--- config.mk ---
export PLATFORM = sky130hd
export DESIGN_NAME = grid_access_arbiter_flat
export DESIGN_NICKNAME = d
export VERILOG_FILES = /design/src/rtl/grid_access_arbiter_if.sv /design/src/rtl/grid_access_arbiter.sv /design/src/flat_wrapper.sv
export SDC_FILE = /design/constraint.sdc
export NUM_CORES = 1
export LEC_CHECK = 0
export ABC_AREA = 1
export CAP_MARGIN = 40
export CORE_MARGIN = 2
export CORE_UTILIZATION = 45
export DETAILED_ROUTE_END_ITERATION = 10
export GPL_ROUTABILITY_DRIVEN = 1
export PLACE_DENSITY_LB_ADDON = 0.15
export SYNTH_ARGS = -nofsm -noshare
export SYNTH_HDL_FRONTEND = slang
export SYNTH_SLANG_ARGS = --single-unit
--- constraint.sdc ---
create_clock -name clk -period 2.95 [get_ports clk]
set_input_delay 0.4425 -clock clk [delete_from_list [all_inputs] [get_ports clk]]
set_output_delay 0.4425 -clock clk [all_outputs]
set_load 0.05 [all_outputs]
--- src/rtl/grid_access_arbiter_if.sv ---
// Requester, response, RAM and clear-control signals of the grid cell RAM arbiter.
// Slave is the arbiter; master is whatever drives the requesters and models the RAM.
interface grid_access_arbiter_if #(
    parameter int NUM_REQ = 3,
    parameter int COORD_W = 6,
    parameter int ADDR_W  = 10
);
    logic [NUM_REQ-1:0]         req_valid;
    logic [NUM_REQ-1:0]         req_ready;
    logic [NUM_REQ-1:0]         req_we;
    logic [NUM_REQ*COORD_W-1:0] req_x;
    logic [NUM_REQ*COORD_W-1:0] req_y;
    logic [NUM_REQ*4-1:0]       req_wdata;
    logic [NUM_REQ-1:0]         rsp_valid;
    logic [3:0]                 rsp_rdata;
    logic                       mem_en;
    logic                       mem_we;
    logic [ADDR_W-1:0]          mem_addr;
    logic [3:0]                 mem_wdata;
    logic [3:0]                 mem_rdata;
    logic                       clear_start;
    logic                       clear_busy;
    logic                       clear_done;

    modport master (
        output req_valid, req_we, req_x, req_y, req_wdata, mem_rdata, clear_start,
        input  req_ready, rsp_valid, rsp_rdata, mem_en, mem_we, mem_addr, mem_wdata,
               clear_busy, clear_done
    );

    modport slave (
        input  req_valid, req_we, req_x, req_y, req_wdata, mem_rdata, clear_start,
        output req_ready, rsp_valid, rsp_rdata, mem_en, mem_we, mem_addr, mem_wdata,
               clear_busy, clear_done
    );
endinterface

--- src/rtl/grid_access_arbiter.sv ---
// Round-robin arbiter sharing the single-port grid cell RAM between requesters,
// with an in-order two-stage response pipeline and a whole-grid clear engine.

// Per-requester coordinate decode: bounds check and linear cell address.
module grid_req_decode #(
    parameter int GRID_X  = 32,
    parameter int GRID_Y  = 24,
    parameter int COORD_W = 6,
    parameter int ADDR_W  = 10
) (
    input  logic [COORD_W-1:0] i_x,
    input  logic [COORD_W-1:0] i_y,
    output logic               o_oob,
    output logic [ADDR_W-1:0]  o_addr
);
    assign o_oob  = (32'(i_x) >= 32'(GRID_X)) || (32'(i_y) >= 32'(GRID_Y));
    assign o_addr = o_oob ? '0 : ADDR_W'(32'(i_y) * 32'(GRID_X) + 32'(i_x));
endmodule

module grid_access_arbiter #(
    parameter int         NUM_REQ    = 3,
    parameter int         GRID_X     = 32,
    parameter int         GRID_Y     = 24,
    parameter int         COORD_W    = 6,
    parameter int         ADDR_W     = 10,
    parameter logic [3:0] OOB_CODE   = 4'b0010,
    parameter logic [3:0] CLEAR_CODE = 4'b0000
) (
    input  logic                  clk,
    input  logic                  rst,
    grid_access_arbiter_if.slave  bus
);
    localparam int              CELLS    = GRID_X * GRID_Y;
    localparam int              RR_W     = (NUM_REQ > 1) ? $clog2(NUM_REQ) : 1;
    localparam logic [ADDR_W:0] LAST_CNT = (ADDR_W+1)'(CELLS);

    typedef enum logic {S_CLEAR, S_ARB} state_t;

    typedef struct packed {
        logic [NUM_REQ-1:0] owner;
        logic               we;
        logic               oob;
    } pipe_t;

    state_t                          r_state;
    logic [ADDR_W:0]                 r_cnt;
    logic [RR_W-1:0]                 r_rr;
    logic                            r_mem_en;
    logic                            r_mem_we;
    logic [ADDR_W-1:0]               r_mem_addr;
    logic [3:0]                      r_mem_wdata;
    logic                            r_clear_done;
    logic [2:1]                      r_vld_pipe;
    pipe_t                           r_p1;
    pipe_t                           r_p2;

    logic [NUM_REQ-1:0][COORD_W-1:0] w_x;
    logic [NUM_REQ-1:0][COORD_W-1:0] w_y;
    logic [NUM_REQ-1:0][3:0]         w_wdata;
    logic [NUM_REQ-1:0]              w_oob;
    logic [NUM_REQ-1:0][ADDR_W-1:0]  w_addr;
    logic                            w_gnt_found;
    logic [RR_W-1:0]                 w_gnt_idx;
    logic [NUM_REQ-1:0]              w_req_ready;
    logic                            w_accept;
    logic                            w_sel_we;
    logic                            w_sel_oob;
    logic [ADDR_W-1:0]               w_sel_addr;
    logic [3:0]                      w_sel_wdata;

    function automatic logic [RR_W-1:0] rr_next(input logic [RR_W-1:0] base, input int k);
        int s;
        s = int'(base) + k;
        if (s >= NUM_REQ) s = s - NUM_REQ;
        return RR_W'(s);
    endfunction

    generate
        for (genvar g = 0; g < NUM_REQ; g++) begin : g_lane
            assign w_x[g]     = bus.req_x[g*COORD_W +: COORD_W];
            assign w_y[g]     = bus.req_y[g*COORD_W +: COORD_W];
            assign w_wdata[g] = bus.req_wdata[g*4 +: 4];

            grid_req_decode #(
                .GRID_X (GRID_X),
                .GRID_Y (GRID_Y),
                .COORD_W(COORD_W),
                .ADDR_W (ADDR_W)
            ) u_dec (
                .i_x   (w_x[g]),
                .i_y   (w_y[g]),
                .o_oob (w_oob[g]),
                .o_addr(w_addr[g])
            );
        end
    endgenerate

    // Search starts just past the last winner so every requester gets a turn.
    always_comb begin
        w_gnt_found = 1'b0;
        w_gnt_idx   = '0;
        for (int k = 1; k <= NUM_REQ; k++) begin
            if (!w_gnt_found && bus.req_valid[rr_next(r_rr, k)]) begin
                w_gnt_found = 1'b1;
                w_gnt_idx   = rr_next(r_rr, k);
            end
        end
    end

    assign w_accept    = w_gnt_found && (r_state == S_ARB);
    assign w_req_ready = w_accept ? (NUM_REQ'(1) << w_gnt_idx) : '0;
    assign w_sel_we    = bus.req_we[w_gnt_idx];
    assign w_sel_oob   = w_oob[w_gnt_idx];
    assign w_sel_addr  = w_addr[w_gnt_idx];
    assign w_sel_wdata = w_wdata[w_gnt_idx];

    // The mem_* registers have one owner per cycle: a RAM op accepted in the
    // clear_start cycle goes out first, so the sweep naturally starts a cycle later.
    always_ff @(posedge clk or posedge rst) begin
        if (rst) begin
            r_state      <= S_CLEAR;
            r_cnt        <= '0;
            r_rr         <= RR_W'(NUM_REQ - 1);
            r_mem_en     <= 1'b0;
            r_mem_we     <= 1'b0;
            r_mem_addr   <= '0;
            r_mem_wdata  <= '0;
            r_clear_done <= 1'b0;
        end else begin
            r_clear_done <= 1'b0;
            r_mem_en     <= 1'b0;
            r_mem_we     <= 1'b0;
            r_mem_addr   <= '0;
            r_mem_wdata  <= '0;
            case (r_state)
                S_CLEAR: begin
                    if (bus.clear_start) begin
                        r_cnt <= '0;
                    end else if (r_cnt == LAST_CNT) begin
                        r_state      <= S_ARB;
                        r_cnt        <= '0;
                        r_clear_done <= 1'b1;
                    end else begin
                        r_mem_en    <= 1'b1;
                        r_mem_we    <= 1'b1;
                        r_mem_addr  <= r_cnt[ADDR_W-1:0];
                        r_mem_wdata <= CLEAR_CODE;
                        r_cnt       <= r_cnt + (ADDR_W+1)'(1);
                    end
                end
                S_ARB: begin
                    if (w_accept) begin
                        r_rr <= w_gnt_idx;
                        if (!w_sel_oob) begin
                            r_mem_en    <= 1'b1;
                            r_mem_we    <= w_sel_we;
                            r_mem_addr  <= w_sel_addr;
                            r_mem_wdata <= w_sel_we ? w_sel_wdata : 4'b0000;
                        end
                    end
                    if (bus.clear_start) begin
                        r_state <= S_CLEAR;
                        r_cnt   <= '0;
                    end
                end
                default: r_state <= S_CLEAR;
            endcase
        end
    end

    // Response pipeline runs in every state so accepted requests always complete.
    always_ff @(posedge clk or posedge rst) begin
        if (rst) begin
            r_vld_pipe <= '0;
            r_p1       <= '0;
            r_p2       <= '0;
        end else begin
            r_vld_pipe[1] <= w_accept;
            r_vld_pipe[2] <= r_vld_pipe[1];
            r_p1          <= {w_req_ready, w_sel_we, w_sel_oob};
            r_p2          <= r_p1;
        end
    end

    assign bus.req_ready  = w_req_ready;
    assign bus.mem_en     = r_mem_en;
    assign bus.mem_we     = r_mem_we;
    assign bus.mem_addr   = r_mem_addr;
    assign bus.mem_wdata  = r_mem_wdata;
    assign bus.clear_busy = (r_state == S_CLEAR);
    assign bus.clear_done = r_clear_done;
    assign bus.rsp_valid  = r_vld_pipe[2] ? r_p2.owner : '0;
    // RAM read data lands in the response cycle itself, so the mux stays combinational.
    assign bus.rsp_rdata  = (r_vld_pipe[2] && !r_p2.we) ? (r_p2.oob ? OOB_CODE : bus.mem_rdata)
                                                        : 4'b0000;
endmodule

--- src/flat_wrapper.sv ---
// flat-port wrapper written by rule: the top's interface ports become plain ports
module grid_access_arbiter_flat 
#(
    parameter int         NUM_REQ    = 3,
    parameter int         GRID_X     = 32,
    parameter int         GRID_Y     = 24,
    parameter int         COORD_W    = 6,
    parameter int         ADDR_W     = 10,
    parameter logic [3:0] OOB_CODE   = 4'b0010,
    parameter logic [3:0] CLEAR_CODE = 4'b0000
)
  (clk, rst, bus_req_valid, bus_req_we, bus_req_x, bus_req_y, bus_req_wdata, bus_mem_rdata, bus_clear_start, bus_req_ready, bus_rsp_valid, bus_rsp_rdata, bus_mem_en, bus_mem_we, bus_mem_addr, bus_mem_wdata, bus_clear_busy, bus_clear_done);
  grid_access_arbiter_if #(.NUM_REQ(NUM_REQ), .COORD_W(COORD_W), .ADDR_W(ADDR_W)) bus_i ();
  input  logic clk;
  input  logic rst;
  input wire logic [$bits(bus_i.req_valid)-1:0] bus_req_valid;
  input wire logic [$bits(bus_i.req_we)-1:0] bus_req_we;
  input wire logic [$bits(bus_i.req_x)-1:0] bus_req_x;
  input wire logic [$bits(bus_i.req_y)-1:0] bus_req_y;
  input wire logic [$bits(bus_i.req_wdata)-1:0] bus_req_wdata;
  input wire logic [$bits(bus_i.mem_rdata)-1:0] bus_mem_rdata;
  input wire logic [$bits(bus_i.clear_start)-1:0] bus_clear_start;
  output wire logic [$bits(bus_i.req_ready)-1:0] bus_req_ready;
  output wire logic [$bits(bus_i.rsp_valid)-1:0] bus_rsp_valid;
  output wire logic [$bits(bus_i.rsp_rdata)-1:0] bus_rsp_rdata;
  output wire logic [$bits(bus_i.mem_en)-1:0] bus_mem_en;
  output wire logic [$bits(bus_i.mem_we)-1:0] bus_mem_we;
  output wire logic [$bits(bus_i.mem_addr)-1:0] bus_mem_addr;
  output wire logic [$bits(bus_i.mem_wdata)-1:0] bus_mem_wdata;
  output wire logic [$bits(bus_i.clear_busy)-1:0] bus_clear_busy;
  output wire logic [$bits(bus_i.clear_done)-1:0] bus_clear_done;
  assign bus_i.req_valid = bus_req_valid;
  assign bus_i.req_we = bus_req_we;
  assign bus_i.req_x = bus_req_x;
  assign bus_i.req_y = bus_req_y;
  assign bus_i.req_wdata = bus_req_wdata;
  assign bus_i.mem_rdata = bus_mem_rdata;
  assign bus_i.clear_start = bus_clear_start;
  assign bus_req_ready = bus_i.req_ready;
  assign bus_rsp_valid = bus_i.rsp_valid;
  assign bus_rsp_rdata = bus_i.rsp_rdata;
  assign bus_mem_en = bus_i.mem_en;
  assign bus_mem_we = bus_i.mem_we;
  assign bus_mem_addr = bus_i.mem_addr;
  assign bus_mem_wdata = bus_i.mem_wdata;
  assign bus_clear_busy = bus_i.clear_busy;
  assign bus_clear_done = bus_i.clear_done;
  grid_access_arbiter #(.NUM_REQ(NUM_REQ), .GRID_X(GRID_X), .GRID_Y(GRID_Y), .COORD_W(COORD_W), .ADDR_W(ADDR_W), .OOB_CODE(OOB_CODE), .CLEAR_CODE(CLEAR_CODE)) u_core (.clk(clk), .rst(rst), .bus(bus_i));
endmodule
* Word level (Yosys, flattened, before mapping)
Index checks and enable logic that the tools add are counted.
** Cells by class
- $add $sub $neg :: 10
- Magnitude comparators :: 13
- Equality and inequality tests :: 2
- Shift operators :: 1
- Mux-type cells :: 56
- Bitwise logic cells :: 1
- Reductions and logical operators :: 11
** Operator list (count)
- 10-bit two-way mux :: 8
- 11-bit two-way mux :: 3
- 10-bit by 6-bit adder with 10-bit output :: 3
- 4-bit two-way mux :: 6
- 11-bit case mux with 2 select lines :: 1
- 10-bit binary-select mux with 2-bit select :: 1
- 10-bit case mux with 2 select lines :: 1
- 6-bit by 5-bit greater-or-equal comparator with 1-bit output (second input constant) :: 3
- 6-bit greater-or-equal comparator (second input constant) :: 3
- 1-bit two-way mux :: 18
- 2-bit by 3-bit < comparator with 1-bit output (second input constant) :: 4
- 2-bit two-way mux :: 6
- 11-bit by 1-bit adder with 11-bit output (second input constant) :: 1
- 11-bit by 10-bit equality test with 1-bit output (second input constant) :: 1
- 1-bit binary-select mux with 2-bit select :: 5
- 3-bit by 2-bit greater-or-equal comparator with 1-bit output (second input constant) :: 3
- 4-bit binary-select mux with 2-bit select :: 1
- 4-bit case mux with 2 select lines :: 1
- 2-bit by 2-bit adder with 3-bit output (second input constant) :: 2
- 3-bit two-way mux :: 2
- 1-bit case mux with 2 select lines :: 3
- 2-bit by 1-bit subtractor with 2-bit output (second input constant) :: 3
- 1-bit logical AND :: 4
- 2-bit by 1-bit adder with 3-bit output (second input constant) :: 1
- 6 further kinds :: 10
** Word-level totals
- Register bits after elaboration :: 43
- Input port bits :: 61
- Output and inout bits :: 28
- Logic and storage cells :: 109

* Logic depth before layout (Yosys ltp)
Gate-level depths: netlist (run 1).
- Depth in word-level cells :: 18
- Depth in mapped cells :: 18
- Mapped depth without buffers :: 17

* Cells and area by module
A second synthesis (run 1) with hierarchy kept.
** Unflattened totals
- Cell total of the unflattened synthesis :: 441
- Area, all modules :: 3181.8 sq um
** Modules (own cells, without submodules)
- grid_access_arbiter :: times used 1, cells an instance 339, area each 2667.6 sq um, seq. area each 1077.3 sq um
- grid_req_decode :: times used 3, cells an instance 34, area each 171.4 sq um, seq. area each 0.0 sq um

* Worst setup path after synthesis (run 1)
Ideal clock, no wire load.
- Path type :: flip-flop to output port
- Start :: register u_core.r_rr[1]
- End :: output bus_req_ready[0]
- Data arrival time :: 2894 ps
- Data required time :: 2508 ps
- Setup slack :: -386 ps
- Stages on the path, launching flop included :: 12
- Path buffers :: 2
- Cell sequence :: dfstp_2 > inv_1 > ha_1 > buf_6 > nor2_1 > nand2_1 > nand3_4 > nor2_4 > nand2_1 > nand2_4 > buf_4 > nor3_1
** On the way
- Longest elaborated chain between the ends :: 14
- Elaborated cells on any way between the ends :: 31
- Those cells by class :: add/sub: 6; order compare: 3; shift: 1; mux: 16; reduce/logical: 5
** RTL lines
- start, declared :: line grid_access_arbiter.sv:47 : logic [RR_W-1:0] r_rr;
- start signal, assigned :: line grid_access_arbiter.sv:123 : r_rr <= RR_W'(NUM_REQ - 1);
- start signal, assigned :: line grid_access_arbiter.sv:153 : r_rr <= w_gnt_idx;
- 2-bit by 1-bit adder with 3-bit output :: line grid_access_arbiter.sv:73 : s = int'(base) + k;
- 3-bit by 2-bit greater-or-equal comparator with 1-bit output / 2-bit by 1-bit subtractor with 2-bit output (equally long branches) :: line grid_access_arbiter.sv:74 : if (s >= NUM_REQ) s = s - NUM_REQ;
- 2-bit two-way mux :: line grid_access_arbiter.sv:74
- 1-bit binary-select mux with 2-bit select :: line grid_access_arbiter.sv:103 : if (!w_gnt_found && bus.req_valid[rr_next(r_rr, k)]) begin
- 1-bit two-way mux (not written as such) :: line grid_access_arbiter.sv:103
- 1-bit two-way mux :: line grid_access_arbiter.sv:103
- 1-bit zero test :: line grid_access_arbiter.sv:103
- 1-bit logical AND :: line grid_access_arbiter.sv:103
- 1-bit two-way mux :: line grid_access_arbiter.sv:103
- 1-bit zero test :: line grid_access_arbiter.sv:103
- 1-bit logical AND :: line grid_access_arbiter.sv:103
- 2-bit two-way mux / 1-bit two-way mux (equally long branches) :: line grid_access_arbiter.sv:103
- 1-bit by 2-bit << shifter with 3-bit output / 1-bit logical AND (equally long branches) :: line grid_access_arbiter.sv:111, grid_access_arbiter.sv:110
- 3-bit two-way mux (*) :: line grid_access_arbiter.sv:111 : assign w_req_ready = w_accept ? (NUM_REQ'(1) << w_gnt_idx) : '0;
- end, declared :: line flat_wrapper.sv:23 : output wire logic [$bits(bus_i.req_ready)-1:0] bus_req_ready;
Every way passes the cells marked *; elsewhere a longest branch is shown, timed or not. The select of a mux whose other input is x is not followed.

* Worst setup path in the final report (run 1)
- Start :: register u_core.r_rr[1]
- End :: output bus_req_ready[2]
The elaborated chain is that of the path after synthesis.

==> results of run 1 <==
power breakdown:
group          internal, mW  leakage, nW  switching, mW
Clock                 0.164       0.0402          0.198
Combinational         0.423         1.21          0.706
Sequential            0.630        0.577         0.0197
final cells by class:
type	instances	area share, %
multi-input cells	273	38.3
repair buffers	95	24.9
flip-flops and latches	43	27.8
clock buffers	5	1.77
clock inverters	3	0.516
well taps	75	2.42
inverters	44	4.32
worst paths after layout:
check,slack [ps],depth (start not counted),start,endpoint
max,140,13,u_core.r_rr[1],bus_req_ready[2]
min,360,0,u_core.r_p1[0],u_core.r_p2[0]
max reg2reg,550,17,u_core.r_rr[1],u_core.bus.mem_wdata[1]
min reg2reg,360,0,u_core.r_p1[0],u_core.r_p2[0]
max in group asynchronous,2020,3,rst,u_core.r_rr[1]
min in group asynchronous,570,3,rst,u_core.bus.mem_addr[0]
registers in the layout, summed over array words and instances, names as in the netlist:
register and cells:
u_core.r_vld_pipe 2, u_core.r_p2 5, u_core.bus.mem_en 1, u_core.bus.mem_wdata 4
u_core.r_cnt 11, u_core.bus.mem_addr 10, u_core.bus.mem_we 1, u_core.r_state 1
u_core.r_p1 5, u_core.r_rr 2, u_core.bus.clear_done 1
worst max-delay path: cells and delay by family (launching register included):
| family | cells | cell delay, ps |
|---|---|---|
| and+or+nand+nor | 8 | 830 |
| DFF | 1 | 560 |
| buffers and inverters | 4 | 380 |
| adders and majority gates | 1 | 300 |
cells in the final DEF, fill, tap and decap left out, types with 5 or more instances in the layout:
| master | count |
|---|---|
| a21oi_1 | 13 |
| buf_4 | 6 |
| clkbuf_8 | 5 |
| clkdlybuf4s50_1 | 85 |
| dfrtp_1 | 42 |
| ha_1 | 11 |
| inv_1 | 35 |
| inv_2 | 6 |
| nand2_1 | 112 |
| nand2_2 | 7 |
| nand3_1 | 33 |
| nor2_1 | 25 |
| o21ai_0 | 14 |
| o21ai_1 | 14 |
| xor2_1 | 5 |
metrics by stage:
stage / hold WS (ps) / utilization (%) / setup TNS [ps] / cells
floorplan: 331 / - / 0 / 367
global placement: 334 / 63.3 / 0 / 528
detailed placement: 340 / 63.3 / 0 / 528
CTS: 359 / 65.4 / 0 / 536
global route: 363 / 65.9 / -2.24 / 538
finish: 356 / 65.9 / 0 / 538
layer usage:
metal / routed length (um) / GRT usage (%) / up-vias
met5: 0 / 0 / -
met4: 99 / 5.50 / 0
met3: 590 / 6.37 / 13
met2: 3640 / 41.5 / 109
met1: 2640 / 25.5 / 1282
li1: - / - / 1373
what timing repair did:
item	in CTS	in global routing
hold endpoints to repair	0	0
gates cloned	0	0
setup buffers	0	2
endpoints found under the setup margin	3	2
gates resized for setup	5	11
pin swaps	0	4
cells by family (layout without fill, tap and decap cells):
| family | count (synthesis) | after routing |
|---|---|---|
| xor gates and xnor gates | 5 | 5 |
| DFF | 43 | 43 |
| AOI/OAI and AO/OA | 56 | 56 |
| muxes | 4 | 4 |
| buffers and inverters | 51 | 147 |
| adders and majority gates | 12 | 12 |
| and+or+nand+nor | 196 | 196 |
==> impl_metrics.ini, run 1 <==
[logic_synthesis]
synth_nets = 440
synth_top_family_by_area = simple AND/OR/NAND/NOR gates
synthSimpleGateAreaFrac_pct = 31.8
synth.distinct_cells = 40
synthArstFlopShare_pct = 100
synth_edf_count = 0
synth_compound_area_share_pct = 11.9
synthXorXnorAreaFrac_pct = 1.61
synthAdderAreaFrac_pct = 5.51
ys.flop_type = dfrtp_1
yosysMostFrequentCell = nand2_1
yosys-top-cells-area = dfrtp_1 (39%), nand2_1 (16%), nand3_1 (6.1%)
synth.top_cell.area_share_pct = 38.5
synth_area_um2 = 2730
synth.avg_cell_area_um2 = 7.43
ys_seq_area_share_pct = 39.5
synth_warnings = 0
synth_commonest_cells = nand2_1 (114), dfrtp_1 (42), inv_1 (39)
muxShareOfSynthArea_pct = 1.47
ys_ff_latch = 43
yosysTopAreaCell = dfrtp_1
synthCells = 367

[timing]
finClkSkew_ps = 5.86
finalSetupViolations = 0
slew_headroom_pct = 63.9
final_hold_viol_count = 0
final.setup.worst_slack_ps = 141
slew_violations = 0
period_share_pct = 95.2
fmax_mhz = 356
worstMarginPinSlew_ps = 540
finalCriticalPeriod_ps = 2810

[final_layout]
syn_to_final_growth_pct = 42.3
drive_gt1_share_pct = 10.8
num_antenna_cells = 0
nFillCells = 522
fin_area_um2 = 3880
multi_input_area_um2 = 1480
ff_latch_area_um2 = 1080
finish.net_count = 535

[setup_path]
setup.worst_path.start_class = flip-flop
crit_required_ps = 2510
worstPathMaxFanout = 14
crit_chain = inv_2 -> ha_4 -> nand2_1 -> inv_2 -> nor2_2 -> nand2_2 -> nand3_4 -> nor2_4 -> nand2_2 -> nand2_4 -> inv_4 -> nor2_4 -> buf_12
crit_path_end_kind = output pin
worstSetupPathType = reg2out
worst_path_max_delay_cell = dfstp_2
max_stage_delay_ps = 560
critical_path_arrival_ps = 2370

[job]
cap_violations = 0

[clocking]
h-tree-depth = 2
numCtsBuffers = 5
cts-root-buf = clkbuf_8
clkSlewWorstSetupHoldPaths_ps = 80
clock_path_buffers = 2
clkSinkCount = 43
ctsHoldBuffers = 0
clock_latency_ps = 290
cts_tree = built

[drt]
first_pass_iters = 5
drtIter0Drc = 93
via_count = 2777
drt-wirelength-per-cell_um = 12.9
avgViaCountPerCell = 5.16
drc = 0
drt_wl_total_mm = 6.97
ant_nets = 0

[pwr]
peakVddDrop_mv = 0.346
p_total_mw = 2.14
power.density_nw_per_um2 = 552
leakagePower_nw = 1.83

[floorplan]
die_area_um2 = 6700
fp.dieH_um = 81.8
ios = 89
rows = 28
die_x_um = 81.8
core_um2 = 5890
floorplan.initialDensity_pct = 46.3

[grt]
grt_max_degree = 44
gr-usage-all-layers_pct = 22.5
antenna_found_initial = 0
grt_pass1_vias = 2680
grt_remaining_overflow = 0
grt_pass1_wl_mm = 11.5

[placed_design]
portBuffers = 88
placed_cell_area_um2 = 3730
gp_congestion = 0.866
hpwl_mm = 5.55
dp_slack_ps = 222

[status]
outcome = complete, no violations

[worst_hold_path]
hold_path_class = reg2reg
Note: power is estimated with default switching activity, not from simulation.
==> run 2, diff against run 1 <==
--- a/config.mk
+++ b/config.mk
@@ -14,4 +14,5 @@
 export PLACE_DENSITY_LB_ADDON = 0.15
 export SYNTH_ARGS = -nofsm -noshare
 export SYNTH_HDL_FRONTEND = slang
+export SYNTH_HIERARCHICAL = 1
 export SYNTH_SLANG_ARGS = --single-unit
==> impl_metrics.ini, run 2 <==
[clocking]
numCtsBuffers = 5
clock_path_buffers = 2
cts-root-buf = clkbuf_8
clkSinkCount = 43
cts_tree = built
clkSlewWorstSetupHoldPaths_ps = 80
ctsHoldBuffers = 0
clock_latency_ps = 300
h-tree-depth = 2

[grt]
grt_remaining_overflow = 0
antenna_found_initial = 0
gr-usage-all-layers_pct = 20.2
grt_max_degree = 44
grt_pass1_wl_mm = 12.4
grt_pass1_vias = 2827

[final_layout]
regMostFlops = u_core/r_cnt
drive_gt1_share_pct = 13.4
syn_to_final_growth_pct = 34.3
ff_latch_area_um2 = 1080
num_antenna_cells = 0
final_cell_mix = nand2_1 (118), clkdlybuf4s50_1 (85), inv_1 (80)
multi_input_area_um2 = 1680
largest_reg_flops = 11
finish.net_count = 603
fin_area_um2 = 4270
final_common_cell = nand2_1
stdcell_count = 627
nFillCells = 642
postLayoutCoreUtil_pct = 62.5

[timing]
slew_headroom_pct = 64.4
finClkSkew_ps = 2.69
fmax_mhz = 352
period_share_pct = 96.4
worstMarginPinSlew_ps = 532
finalSetupViolations = 0
finalCriticalPeriod_ps = 2840
final_hold_viol_count = 0
whs_ps = 356
slew_violations = 0

[floorplan]
die_area_um2 = 7760
fp.dieH_um = 88.1
floorplan.initialDensity_pct = 46.6
core_um2 = 6830
die_x_um = 88.1
ios = 89
rows = 30

[drt]
drt-wirelength-per-cell_um = 11.8
drtIter0Drc = 89
drc = 0
avgViaCountPerCell = 4.73
first_pass_iters = 4
ant_nets = 0
via_count = 2966
drt_wl_total_mm = 7.43

[pwr]
power.density_nw_per_um2 = 547
peakVddDrop_mv = 0.294
p_total_mw = 2.34
leakagePower_nw = 2.15

[placed_design]
gp_congestion = 0.829
portBuffers = 88
hpwl_mm = 5.87
placed_cell_area_um2 = 4110
dp.cells = 614

[setup_path]
crit_required_ps = 2510
crit_path_end_kind = output pin
setup.worst_path.start_class = flip-flop
critical_path_arrival_ps = 2400
worstPathMaxFanout = 8
worstSetupPathType = reg2out
reg2reg_slack_ps = 380

[logic_synthesis]
synth_commonest_cells = nand2_1 (118), inv_1 (81), nor2_1 (48)
synthXorXnorAreaFrac_pct = 0.275
synth.top_cell.area_share_pct = 33.0
synthArstFlopShare_pct = 100
yosysMostFrequentCell = nand2_1
yosysTopAreaCell = dfrtp_1
synth_edf_count = 0
synthSimpleGateAreaFrac_pct = 39.6
synthCells = 441
synth.avg_cell_area_um2 = 7.21
synth_compound_area_share_pct = 7.24
synth_top_family_by_area = simple AND/OR/NAND/NOR gates
ys_ff_latch = 43
synth_area_um2 = 3180
synth_warnings = 6
synthAdderAreaFrac_pct = 4.72
muxShareOfSynthArea_pct = 0
synth.distinct_cells = 39
ys_seq_area_share_pct = 33.9
yosys-top-cells-area = dfrtp_1 (33%), nand2_1 (14%), inv_1 (9.6%)
ys.flop_type = dfrtp_1
synth_nets = 514

[worst_hold_path]
hold_path_class = reg2reg

[job]
cap_violations = 0

[status]
outcome = complete, no violations
## run 2: layout make-up
type                            instances  area share, %
Multi-Input combinational cell        297           39.2
Sequential cell                        43           25.2
Timing Repair Buffer                   97           22.6
Inverter                               86           7.73
Tap cell                               96           2.81
Clock buffer                            7           2.25
Clock inverter                          1          0.176
## run 2: worst paths after layout
check	start	to	depth (start not counted)
max in group asynchronous	rst	u_core/r_rr[1]	3
worst max-delay path	u_core/r_rr[1]	bus_req_ready[1]	11
worst min-delay path	u_core/r_p1[0]	u_core/r_p2[0]	0
min in group asynchronous	rst	u_core/bus.mem_wdata[3]	3
worst min register to register	u_core/r_p1[0]	u_core/r_p2[0]	0
worst max register to register	u_core/r_rr[1]	u_core/bus.mem_we	14
## run 2: logic make-up after synthesis
family / count (synthesis)
adder cells (fa/ha/maj): 12
AND/OR/NAND/NOR: 249
flip-flops: 43
XOR/XNOR: 1
AO/OA/AOI/OAI: 35
buffers and inverters: 101
## run 2: through the flow
step | setup TNS (ps) | worst slack [ps]
after floorplan | 0 | 165
final | 0 | 107
after CTS | 0 | 48.2
after detailed placement | 0 | 154
after global routing | -0.257 | -0.257
after global placement | 0 | 276
## run 2: worst max-delay path, cell delays in order, from the launching register on
cell and delay, ps:
dfstp_2 550, inv_1 100, ha_4 350, nand2_1 80, inv_2 70, nor2_2 40, nand2_2 70, nand3_4 110
a21oi_4 170, inv_1 120, a31oi_2 270, buf_12 180
## run 2: power by group
part | leakage (nW) | switching (mW) | internal [mW]
sequential | 0.576 | 0.0194 | 0.629
combinational | 1.52 | 0.799 | 0.481
clock | 0.0505 | 0.196 | 0.213
## run 2: what timing repair did
item                       4_1_cts  5_1_grt
resized for setup                2        2
setup endpoints to repair        3        2
gates cloned                     0        0
setup buffers                    0        5
pin swaps                        0        3
## run 2: routing by layer
layer	up-vias	part of all wire, %	track usage (%)
li1	1525	-	-
met4	0	0.59	3.99
met5	-	0	0
met2	65	52	36.0
met1	1370	43	25.9
met3	6	4.8	3.20
